**config.mk**
```make
export PLATFORM = sky130hd
export DESIGN_NAME = reg_access_sequencer
export DESIGN_NICKNAME = d
export VERILOG_FILES = /design/src/rtl/reg_seq_pkg.sv /design/src/rtl/reg_access_sequencer.sv
export SDC_FILE = /design/constraint.sdc
export NUM_CORES = 1
export LEC_CHECK = 0
export CAP_MARGIN = 10
export CORE_AREA = 2 2 145 147
export DETAILED_ROUTE_END_ITERATION = 8
export DIE_AREA = 0 0 147 149
export PLACE_DENSITY_LB_ADDON = 0.25
export SLEW_MARGIN = 20
export SYNTH_ARGS = -nofsm -noshare
export SYNTH_HDL_FRONTEND = slang
export SYNTH_SLANG_ARGS = --single-unit
```
**constraint.sdc**
```tcl
create_clock -name clk -period 4.7 [get_ports clk]
set_input_delay 0.94 -clock clk [delete_from_list [all_inputs] [get_ports clk]]
set_output_delay 0.94 -clock clk [all_outputs]
set_load 0.005 [all_outputs]
```
**src/rtl/reg_seq_pkg.sv**
```systemverilog
// Shared types and port indices for the register-access sequencer.
package reg_seq_pkg;

   typedef enum logic [2:0] {
      IDLE,
      ACQ,
      OPV,
      WB,
      COMMIT,
      REL
   } seq_state_e;

   localparam int PORT_RS   = 0;
   localparam int PORT_RT   = 1;
   localparam int PORT_RD   = 2;
   localparam int SEQ_PORTS = 3;

endpackage

```
**src/rtl/reg_access_sequencer.sv**
```systemverilog
// Per-issue-slot lock/operand sequencer for one 3-port slice of the locked register file.
// Optional acquire watchdog enabled by defining REG_SEQ_TIMEOUT_EN.
module reg_access_sequencer
   import reg_seq_pkg::*;
#(
   parameter int NUM_PHY_REGS = 32,
   parameter int ID_WIDTH     = 8,
   parameter int ACQ_TIMEOUT  = 64,
   localparam int AW          = $clog2(NUM_PHY_REGS)
) (
   input  logic                 clk,
   input  logic                 rst,
   input  logic                 issue_valid,
   output logic                 issue_ready,
   input  logic [AW-1:0]        issue_rs,
   input  logic [AW-1:0]        issue_rt,
   input  logic [AW-1:0]        issue_rd,
   input  logic                 issue_rs_en,
   input  logic                 issue_rt_en,
   input  logic                 issue_rd_en,
   input  logic [ID_WIDTH-1:0]  issue_id,
   output logic                 op_valid,
   input  logic                 op_ready,
   output logic [31:0]          op_rs_data,
   output logic [31:0]          op_rt_data,
   input  logic                 wb_valid,
   input  logic [31:0]          wb_data,
   output logic [AW-1:0]        port_addr         [SEQ_PORTS],
   output logic [SEQ_PORTS-1:0] port_req_read,
   output logic [SEQ_PORTS-1:0] port_req_write,
   output logic [SEQ_PORTS-1:0] port_write_commit,
   output logic [SEQ_PORTS-1:0] port_release,
   output logic [ID_WIDTH-1:0]  port_issue_id     [SEQ_PORTS],
   output logic [31:0]          port_wdata        [SEQ_PORTS],
   input  logic [31:0]          port_rdata        [SEQ_PORTS],
   input  logic [SEQ_PORTS-1:0] port_grant,
   output logic                 err_timeout
);

   seq_state_e state_q, state_d;

   logic [AW-1:0]        addr_q [SEQ_PORTS];
   logic [SEQ_PORTS-1:0] en_q;
   logic [ID_WIDTH-1:0]  id_q;
   logic [SEQ_PORTS-1:0] got_q;
   logic [31:0]          cap_q  [PORT_RD];
   logic [31:0]          result_q;

   logic                 accept;
   logic                 req_active;
   logic [SEQ_PORTS-1:0] req;
   logic [SEQ_PORTS-1:0] got_now;
   logic                 all_got;
   logic                 acq_expire;
   logic [SEQ_PORTS-1:0] rel_mask;
   logic                 unused_rdata;

   assign accept     = (state_q == IDLE) && issue_valid;
   assign req_active = (state_q == ACQ) || (state_q == OPV) || (state_q == WB) || (state_q == COMMIT);
   assign req        = req_active ? en_q : '0;
   // A grant arriving this cycle counts, so the last grant moves to OPV on the next edge.
   assign got_now    = got_q | (port_grant & req);
   assign all_got    = &(got_now | ~en_q);

   // The rd port is write-only; its read data is never consumed.
   assign unused_rdata = ^port_rdata[PORT_RD];

   // NOTE: sequential state uses non-blocking assignments so every register samples pre-edge values.
   always_ff @(posedge clk) begin
      if (rst) state_q <= IDLE;
      else     state_q <= state_d;
   end

   always_ff @(posedge clk) begin
      if (rst) begin
         for (int p = 0; p < SEQ_PORTS; p++) addr_q[p] <= '0;
         en_q     <= '0;
         id_q     <= '0;
         result_q <= '0;
      end else begin
         if (accept) begin
            addr_q[PORT_RS] <= issue_rs;
            addr_q[PORT_RT] <= issue_rt;
            addr_q[PORT_RD] <= issue_rd;
            en_q            <= {issue_rd_en, issue_rt_en, issue_rs_en};
            id_q            <= issue_id;
         end
         if ((state_q == WB) && wb_valid) result_q <= wb_data;
      end
   end

   for (genvar p = 0; p < SEQ_PORTS; p++) begin : g_port
      always_ff @(posedge clk) begin
         if (rst || accept)                                    got_q[p] <= 1'b0;
         else if ((state_q == ACQ) && port_grant[p] && req[p]) got_q[p] <= 1'b1;
      end

      if (p != PORT_RD) begin : g_cap
         // Operands are cleared on accept so an unused source reads as zero.
         always_ff @(posedge clk) begin
            if (rst || accept)
               cap_q[p] <= '0;
            else if ((state_q == ACQ) && !got_q[p] && port_grant[p] && req[p])
               cap_q[p] <= port_rdata[p];
         end
      end
   end

`ifdef REG_SEQ_TIMEOUT_EN
   localparam int TW = $clog2(ACQ_TIMEOUT + 1);

   logic [TW-1:0] acq_cnt_q;
   logic          timed_out_q;

   assign acq_expire = (state_q == ACQ) && (acq_cnt_q == TW'(ACQ_TIMEOUT - 1));

   always_ff @(posedge clk) begin
      if (rst || accept) begin
         acq_cnt_q   <= '0;
         timed_out_q <= 1'b0;
      end else if (state_q == ACQ) begin
         acq_cnt_q <= acq_cnt_q + 1'b1;
         if (acq_expire && !all_got) timed_out_q <= 1'b1;
      end
   end

   // An abandoned acquire only hands back the locks it actually obtained.
   assign rel_mask    = timed_out_q ? got_q : en_q;
   assign err_timeout = (state_q == REL) && timed_out_q;
`else
   logic unused_cfg;

   assign unused_cfg  = (ACQ_TIMEOUT != 0);
   assign acq_expire  = 1'b0;
   assign rel_mask    = en_q;
   assign err_timeout = 1'b0;
`endif

   assign op_rs_data = cap_q[PORT_RS];
   assign op_rt_data = cap_q[PORT_RT];

   // NOTE: every combinational output gets a default first so no path infers a latch.
   always_comb begin
      state_d           = state_q;
      issue_ready       = 1'b0;
      op_valid          = 1'b0;
      port_req_read     = {1'b0, req[PORT_RT], req[PORT_RS]};
      port_req_write    = {req[PORT_RD], 2'b00};
      port_write_commit = '0;
      port_release      = '0;
      for (int p = 0; p < SEQ_PORTS; p++) begin
         port_addr[p]     = (state_q != IDLE) ? addr_q[p] : '0;
         port_issue_id[p] = (state_q != IDLE) ? id_q : '0;
         port_wdata[p]    = '0;
      end

      unique case (state_q)
         IDLE: begin
            issue_ready = 1'b1;
            if (issue_valid) state_d = ACQ;
         end
         ACQ: begin
            if (all_got)         state_d = OPV;
            else if (acq_expire) state_d = REL;
         end
         OPV: begin
            op_valid = 1'b1;
            if (op_ready) state_d = en_q[PORT_RD] ? WB : REL;
         end
         WB: begin
            if (wb_valid) state_d = COMMIT;
         end
         COMMIT: begin
            port_write_commit[PORT_RD] = 1'b1;
            port_wdata[PORT_RD]        = result_q;
            state_d                    = REL;
         end
         REL: begin
            port_release = rel_mask;
            state_d      = IDLE;
         end
         default: state_d = IDLE;
      endcase
   end

endmodule
```
== Yosys cells after proc, flatten, opt, wreduce, memory -nomap -nowiden ==
Memories as Yosys holds them, arrays and structs flattened.
Cells that the tools add are included.

* Logic and storage cells: 85
* Memories kept: 2
* RAM bits: 79
* Input bits: 162
* Output and inout bits: 214
* Register bits: 49

{| class="wikitable"
|+ Memory list
! name !! depth !! bits a word !! rd ports !! clocked after memory_dff !! wr ports !! line !! RTL
|-
| cap_q || 2 || 32 || 2 || 0 || 2 || reg_access_sequencer.sv:46 || <nowiki>logic [31:0] cap_q [PORT_RD];</nowiki>
|-
| addr_q || 3 || 5 || 3 || 0 || 3 || reg_access_sequencer.sv:42 || <nowiki>logic [AW-1:0] addr_q [SEQ_PORTS];</nowiki>
|}

* Equality and inequality tests: 9
* Muxes and demuxes: 34
* Reductions and logical operators: 24
* Bitwise gates (word level): 9

{| class="wikitable"
|+ Operator list
! cell !! number
|-
| $mux 32 || 3
|-
| $mux 5 || 6
|-
| $mux 3 || 7
|-
| $mux 1 || 16
|-
| $pmux 3 s5 || 1
|-
| $logic_and 1x1->1 || 14
|-
| $mux 8 || 1
|-
| $ne 2x2->1 const B || 4
|-
| $eq 3x2->1 const B || 2
|-
| $eq 3x3->1 const B || 2
|-
| $or 3x3->3 || 2
|-
| $or 1x1->1 || 5
|-
| $logic_or 1x1->1 || 4
|-
| $reduce_and 4->1 || 1
|-
| $and 3x3->3 || 1
|-
| $eq 3x1->1 const B || 1
|-
| $logic_not 3->1 || 1
|-
| $not 3->3 || 1
|-
| $reduce_and 3->1 || 1
|-
| $reduce_bool 3->1 || 1
|-
| $logic_not 1->1 || 2
|}

== Depth between registers and ports, before layout ==
Gate-level depths: netlist of the first run.

* Depth after elaboration: 11
* Mapped depth: 7
* Gate-level depth less buffers: 5

== Worst setup path after synthesis of the first run ==
Ideal clock, no wire load.

* Path type: input port to flip-flop
* From: in port_grant[0]
* To: mem cap_q[0][0], enable pin
* Cell stages on the path: 2
* Slack: 885 ps
* Data required time: 4234 ps
* Path buffers: 0
* Arrival: 3350 ps
* Setup time: 466 ps
* Cell sequence: nand3_2 > o21ai_0

{| class="wikitable"
|+ RTL lines
! what !! line !! RTL
|-
| start, declared || reg_access_sequencer.sv:36 || <nowiki>input logic [SEQ_PORTS-1:0] port_grant,</nowiki>
|-
| end, declared || reg_access_sequencer.sv:46 ||
|}

==> results of run 1 <==
-- worst register-to-register path, cell delays in order (launching register included) --
cell     delay, ns
dfxtp_1       0.72
nor4b_4       0.10
buf_4         0.23
nor2_4        0.40
inv_2         0.35
nor3_4        0.85
and2_1        0.25
-- worst paths after layout --
path                                           startpoint                          to  slack, ns  cells after the start
worst min register to register  result_q[19]$_SDFFE_PP0P_   result_q[19]$_SDFFE_PP0P_       0.45                      2
worst min-delay path            result_q[19]$_SDFFE_PP0P_   result_q[19]$_SDFFE_PP0P_       0.45                      2
worst max register to register    state_q[2]$_SDFFE_PP0P_  cap_q[0][26]$_SDFFCE_PN0P_       1.66                      6
worst max-delay path              state_q[0]$_SDFFE_PP0P_               port_wdata[5]       1.14                      4
-- where the power goes --
| group | total, W | internal, W | switching, W |
|---|---|---|---|
| sequential | 0.00133 | 0.00129 | 0.0000389 |
| clock | 0.00134 | 0.000796 | 0.000547 |
| combinational | 0.000495 | 0.000287 | 0.000207 |
-- per-layer routing --
layer	vias up	track usage	routed length (um)	share of wire
met5	-	0	0	0
met4	0	0.0399	182	0.011
met3	10	0.0578	1500	0.091
met2	238	0.254	8200	0.50
met1	2055	0.167	6550	0.40
li1	2174	-	-	-
-- kinds of logic (layout without fill, tap and decap cells) --
family	after synthesis	count (layout)
multiplexers	3	3
flip-flops	128	128
XOR/XNOR	1	1
AND/OR/NAND/NOR	230	230
AO/OA/AOI/OAI	54	54
buffers and inverters	125	318
other	1	70
-- state kept, by name (all words and copies together) (netlist names) --
register,flops
en_q,3
result_q,32
state_q,3
addr_q,15
cap_q,64
got_q,3
id_q,8
-- layout make-up --
| type | count | area share |
|---|---|---|
| sequential | 128 | 0.368 |
| timing repair buffer | 280 | 0.306 |
| multi-input combinational | 358 | 0.220 |
| clock buffer | 17 | 0.0467 |
| tap | 275 | 0.0378 |
| clock inverter | 15 | 0.0188 |
| inverter | 6 | 0.00247 |
-- per-stage QoR --
step / hold slack, ns / total power (W) / setup WS, ns / util / cell area, sq um
after floorplan: 0.432 / 0.00157 / 0.885 / - / 6150
after CTS: 0.450 / 0.00322 / 1.09 / 0.443 / 9100
after global placement: 0.437 / 0.00185 / 0.885 / 0.414 / 8510
after detailed placement: 0.442 / 0.00185 / 0.844 / 0.414 / 8510
after global routing: 0.467 / 0.00331 / 0.936 / 0.443 / 9100
final: 0.449 / 0.00317 / 1.14 / 0.443 / 9100
-- cell usage in the layout (no fill, tap or decap), types with 5 or more instances in the layout --
master / netlist / routed
clkinv_4: 0 / 6
inv_6: 0 / 5
buf_4: 91 / 7
nor2b_1: 26 / 26
dfxtp_1: 49 / 49
a21oi_1: 35 / 35
and3_1: 52 / 52
a22o_1: 12 / 12
and2_1: 68 / 68
inv_1: 5 / 5
clkbuf_16: 0 / 17
conb_1: 1 / 70
clkdlybuf4s50_1: 0 / 273
edfxtp_1: 79 / 79
nand2_1: 66 / 66
==> metrics.md, run 1 <==
| Metric | Value |
|---|---|
| CTS H-Tree Depth | 4 |
| GRT overflow | 0 |
| Slew HR | 0.306 |
| Post-synth EDFFs | between 70 and 80 |
| Dpl cells | 1047 |
| Drc violations | 0 |
| Post-synthesis mux area share | 0.00531 |
| Arr. time, crit path | around 2.6 ns |
| Setup violators final | 0 |
| HP Class | flip-flop to flip-flop |
| Final hold violations | 0 |
| Largest cells by area after synthesis | edfxtp_1 40%, dfxtp_1 17%, buf_4 12% |
| Max FO, Critical Path | 23 |
| Layout cell share with drive strength beyond 1 | 0.0634 |
| Ports | approximately 380 |
| Post-Synth XOR/XNOR Area | 0.00149 |
| Largest family of logic cells by synthesized area | simple AND/OR/NAND/NOR gates |
| Bufs and invs on worst path | 2 |
| Core Region | ~21000 sq um |
| Row cnt | 53 |
| RSZ-0062 raised after global routing | no |
| Root buffer cell | clkbuf_16 |
| GP Congestion | approximately 0.69 |
| Die Height | between 100 and 150 um |
| PostCTS Resize Cnt | 0 |
| GRT Util Overall | 0.146 |
| Multi-input gate area | 2000 sq um |
| Setup Buffers After CTS | 0 |
| Final Routed Wirelength | 16400 um |
| Final net count | roughly 950 |
| Worst path slowest cell | nor2_2 |
| Clock Skews | between 0.005 and 0.006 ns |
| N_diodes | 0 |
| Die area | between 20000 and 25000 sq um |
| Final period utilization | 0.757 |
| Slew @ Worst Pin | around 1.0 ns |
| Max stage delay on crit path | around 0.73 ns |
| Mapped Avg Cell Area | 10.9 sq um |
| Drt pass-1 iters | 4 |
| I/O Buffers | ~270 |
| Initial Util | 0.286 |
| Netlist Area Pre-Place | 5890 sq um |
| CP required | around 3.8 ns |
| Setup_tns | 0 ns |
| Dpl hpwl | ~12000 um |
| Final Non-Filler Cells | around 1100 |
| CTS Buf Count | 17 |
| Sequential fraction of the synthesis area | 0.570 |
| Number of global-route vias before repair | 4168 |
| First-pass GRT wire length | ~24000 um |
| Status | finished, final reports clean |
| DRT iter0 DRCs | between 100 and 150 |
| Simple-gate share of the synthesized area | 0.227 |
| Initial antenna violation count | 0 |
| Synth cell types | 35 |
| Via count | between 4000 and 5000 |
| Post-Synth Adder-Cell Area | 0 |
| Startpoint Class | flip-flop |
| Max-cap violations | 0 |
| Peak supply drop | 0.243 mV |
| Largest net degree at the start of global routing | 36 |
| Clk sinks | between 100 and 150 |
| Cell Chain, Critical Path | nor2_2 -> buf_4 -> and3_1 -> clkdlybuf4s50_1 |
| Synth Instances | 542 |
| Ys async rst share | 0 |
| Synth-to-layout area growth | 54.6% |
| PwrDens | between 300 and 400 nW/um^2 |
| Via density | 4.15 |
| TritonCTS clock tree | done |
| Antenna Nets Post-Route | 0 |
| Most numerous cell in the Yosys netlist | buf_4 |
| CTS clk-pin slew, worst paths | around 0.060 ns |
| Worst path top cell family by delay | simple AND/OR/NAND/NOR gates |
| Proportion of netlist area held by the largest area contributor | 0.403 |
| Synth warn | 0 |
| Most frequent cells after synthesis | 91 x buf_4, 79 x edfxtp_1, 68 x and2_1, 66 x nand2_1, 52 x and3_1 |
| Leakage power | roughly 3.6 nW |
| Post-synth top flop | edfxtp_1 |
| Die span in x | 147 um |
| CP Class | flip-flop to output pin |
| Post-CTS Hold Fix Bufs | 0 |
| # fillers | 1991 |
| Area leader, netlist | edfxtp_1 |
| Wire per inst | 15.2 um |
| Max-slew violations | 0 |
| Clk_lat worst skew | 0.41 ns |
| Reg area | ~3400 sq um |
| Post-synthesis compound-gate area fraction | 0.0565 |
| CP Capture Type | output pin |
| Flops & latches, synth | about 130 |
| Clock buffer depth | 2 |
| Minimum clock period | 3.56 ns |
| Max Freq | around 280 MHz |
(Power assumes the default switching activity.)
==> run 2: changes to the inputs <==
==> constraint.sdc (replaced) <==
create_clock -name clk -period 2.85 [get_ports clk]
set_input_delay 0.57 -clock clk [delete_from_list [all_inputs] [get_ports clk]]
set_output_delay 0.57 -clock clk [all_outputs]
set_load 0.005 [all_outputs]
==> metrics.md, run 2 (same netlist as run 1, synthesis figures left out) <==
| Metric | Value |
|---|---|
| Status | finished, final reports clean |
| Arr. time, crit path | 2.08 ns |
| CP Capture Type | output pin |
| Drc violations | 0 |
| Largest register FFs | 64 |
| Tot Pwr | ~0.0052 W |
| Minimum clock period | 2.65 ns |
| Max FO, Critical Path | 29 |
| Critical R2R Capture | cap_q[0][16]$_SDFFCE_PN0P_ |
| Post-DP Area | ~8600 sq um |
| Worst-case reg-to-reg path depth | 7 |
| Root buffer cell | clkbuf_16 |
| Crit-path most repeated cell | buf_4 |
| Die area | 21900 sq um |
| Largest net degree at the start of global routing | 33 |
| Max-slew violations | 0 |
| Number of global-route vias before repair | 4119 |
| Via count | 4464 |
| Die Height | 149 um |
| Setup_tns | 0 ns |
| Worst path slowest cell | clkdlybuf4s50_1 |
| Max Freq | around 380 MHz |
| Clock buffer depth | 2 |
| Max stage delay on crit path | approximately 0.5 ns |
| Clock Skews | about 0.0095 ns |
| Leakage power | 3.65 nW |
| R2r setup slk | roughly 0.46 ns |
| Commonest non-fill, non-tap cells in the layout | 273 x clkdlybuf4s50_1, 79 x edfxtp_1, 70 x conb_1 |
| Initial Util | 0.286 |
| HP Class | flip-flop to flip-flop |
| Bufs and invs on worst path | 3 |
| RSZ-0062 raised after global routing | no |
| Dpl hpwl | about 12000 um |
| Layout cell share with drive strength beyond 1 | 0.0773 |
| Drt pass-1 iters | 4 |
| Antenna Nets Post-Route | 0 |
| Worst path top cell family by delay | buffers and inverters |
| Biggest register | cap_q |
| GP Congestion | 0.715 |
| CTS H-Tree Depth | 4 |
| CP required | roughly 2.3 ns |
| TritonCTS clock tree | done |
| Initial antenna violation count | 0 |
| I/O Buffers | 273 |
| Final Util | 0.448 |
| # fillers | 1970 |
| Peak supply drop | 0.379 mV |
| Final period utilization | 0.929 |
| Row cnt | between 50 and 60 |
| Slew @ Worst Pin | 1.02 ns |
| Setup violators final | 0 |
| First-pass GRT wire length | about 24000 um |
| Cell Chain, Critical Path | buf_4 -> buf_4 -> and3_1 -> clkdlybuf4s50_1 |
| Hold endpoint | result_q[20]$_SDFFE_PP0P_ |
| Slew HR | 0.317 |
| GRT Util Overall | 0.143 |
| Commonest non-fill, non-tap cell in the layout | clkdlybuf4s50_1 |
| GRT overflow | 0 |
| CTS Buf Count | 17 |
| Hold slack | about 0.45 ns |
| N_diodes | 0 |
| Die span in x | between 100 and 150 um |
| Largest registers | cap_q x64, result_q x32, addr_q x15 |
| Worst hold path depth | 2 |
| CP Class | flip-flop to output pin |
| Synth-to-layout area growth | 56.5% |
| Max-cap violations | 0 |
| Final Routed Wirelength | ~16000 um |
| Min-delay src | result_q[20]$_SDFFE_PP0P_ |
| Final net count | a little under 1000 |
| Worst R2R Start | state_q[2]$_SDFFE_PP0P_ |
| Ports | roughly 380 |
| Startpoint Class | flip-flop |
| Core Region | between 20000 and 25000 sq um |
| Clk_lat worst skew | between 0.4 and 0.5 ns |
| DRT iter0 DRCs | 130 |
| CTS clk-pin slew, worst paths | 0.06 ns |
| Final hold violations | 0 |
| PwrDens | approximately 570 nW/um^2 |
| Clk sinks | roughly 130 |
| Via density | 4.10 |
| Wire per inst | between 10 and 15 um |
| CP startpoint | state_q[2]$_SDFFE_PP0P_ |
| Post-Layout Inst Area | ~9200 sq um |
-- run 2: cell types whose count changed in the layout (fill, tap and decap cells not counted) --
cell        previous run  this run
bufinv_16              2         1
buf_12                 0         3
inv_8                  1         4
buf_4                  7        15
clkinvlp_4             0         2
clkinv_4               6         2
o21ai_4                2         1
o21ai_2                0         1
clkinv_8               0         1
clkinv_1               1         0
-- run 2: cell type report --
class / instances / area (sq um) / area share
flip-flops and latches: 128 / 3350 / 0.364
clock buffers: 17 / 425 / 0.0462
repair buffers: 291 / 2910 / 0.315
well taps: 275 / 344 / 0.0374
inverters: 6 / 22.5 / 0.00244
multi-input cells: 358 / 1990 / 0.216
clock inverters: 15 / 168 / 0.0182
-- run 2: where the power goes --
part           switching, W  internal (W)
registers         0.0000508       0.00212
logic              0.000360      0.000514
clock network      0.000918       0.00125
total               0.00133       0.00388
-- run 2: repair_timing --
action | 4_1_cts | 5_1_grt
resized for setup | 0 | 0
setup buffers | 0 | 1
endpoints found under the setup margin | 0 | 7
hold buffers | 0 | 0
-- run 2: worst max path at each step --
stage | endpoint | depth (start not counted) | slack (ns)
3_3_place_gp | cap_q[1][30]$_SDFFCE_PN0P_ | 6 | 0.29
5_1_grt | port_write_commit[2] | 5 | 0.06
6_report | port_wdata[3] | 4 | 0.20
3_5_place_dp | id_q[2]$_SDFFE_PP0P_ | 5 | 0.24
2_1_floorplan | cap_q[0][0]$_SDFFCE_PN0P_ | 4 | 0.05
4_1_cts | port_addr[3] | 4 | 0.07
-- run 2: worst reg2reg max path, delay by kind of cell, from the launching register on --
kind / cells / cell delay (ns)
and+or+nand+nor: 4 / 1.22
DFF: 1 / 0.38
buffers and inverters: 3 / 0.66
-- run 2: per-stage QoR --
| step | worst slack, ns | std cells |
|---|---|---|
| 5_1_grt | 0.0566 | 1090 |
| 2_1_floorplan | 0.0549 | 611 |
| 4_1_cts | 0.0651 | 1089 |
| 6_report | 0.202 | 1090 |
| 3_5_place_dp | 0.242 | 1057 |
| 3_3_place_gp | 0.287 | 1057 |
-- run 2: per-layer routing --
metal / share of wire / routed length, um / vias to the layer above / track usage
met5: 0 / 0 / - / 0
met4: 0.010 / 164 / 0 / 0.0389
met3: 0.094 / 1510 / 8 / 0.0535
met2: 0.49 / 7950 / 232 / 0.246
met1: 0.40 / 6450 / 2025 / 0.168
li1: - / - / 2199 / -
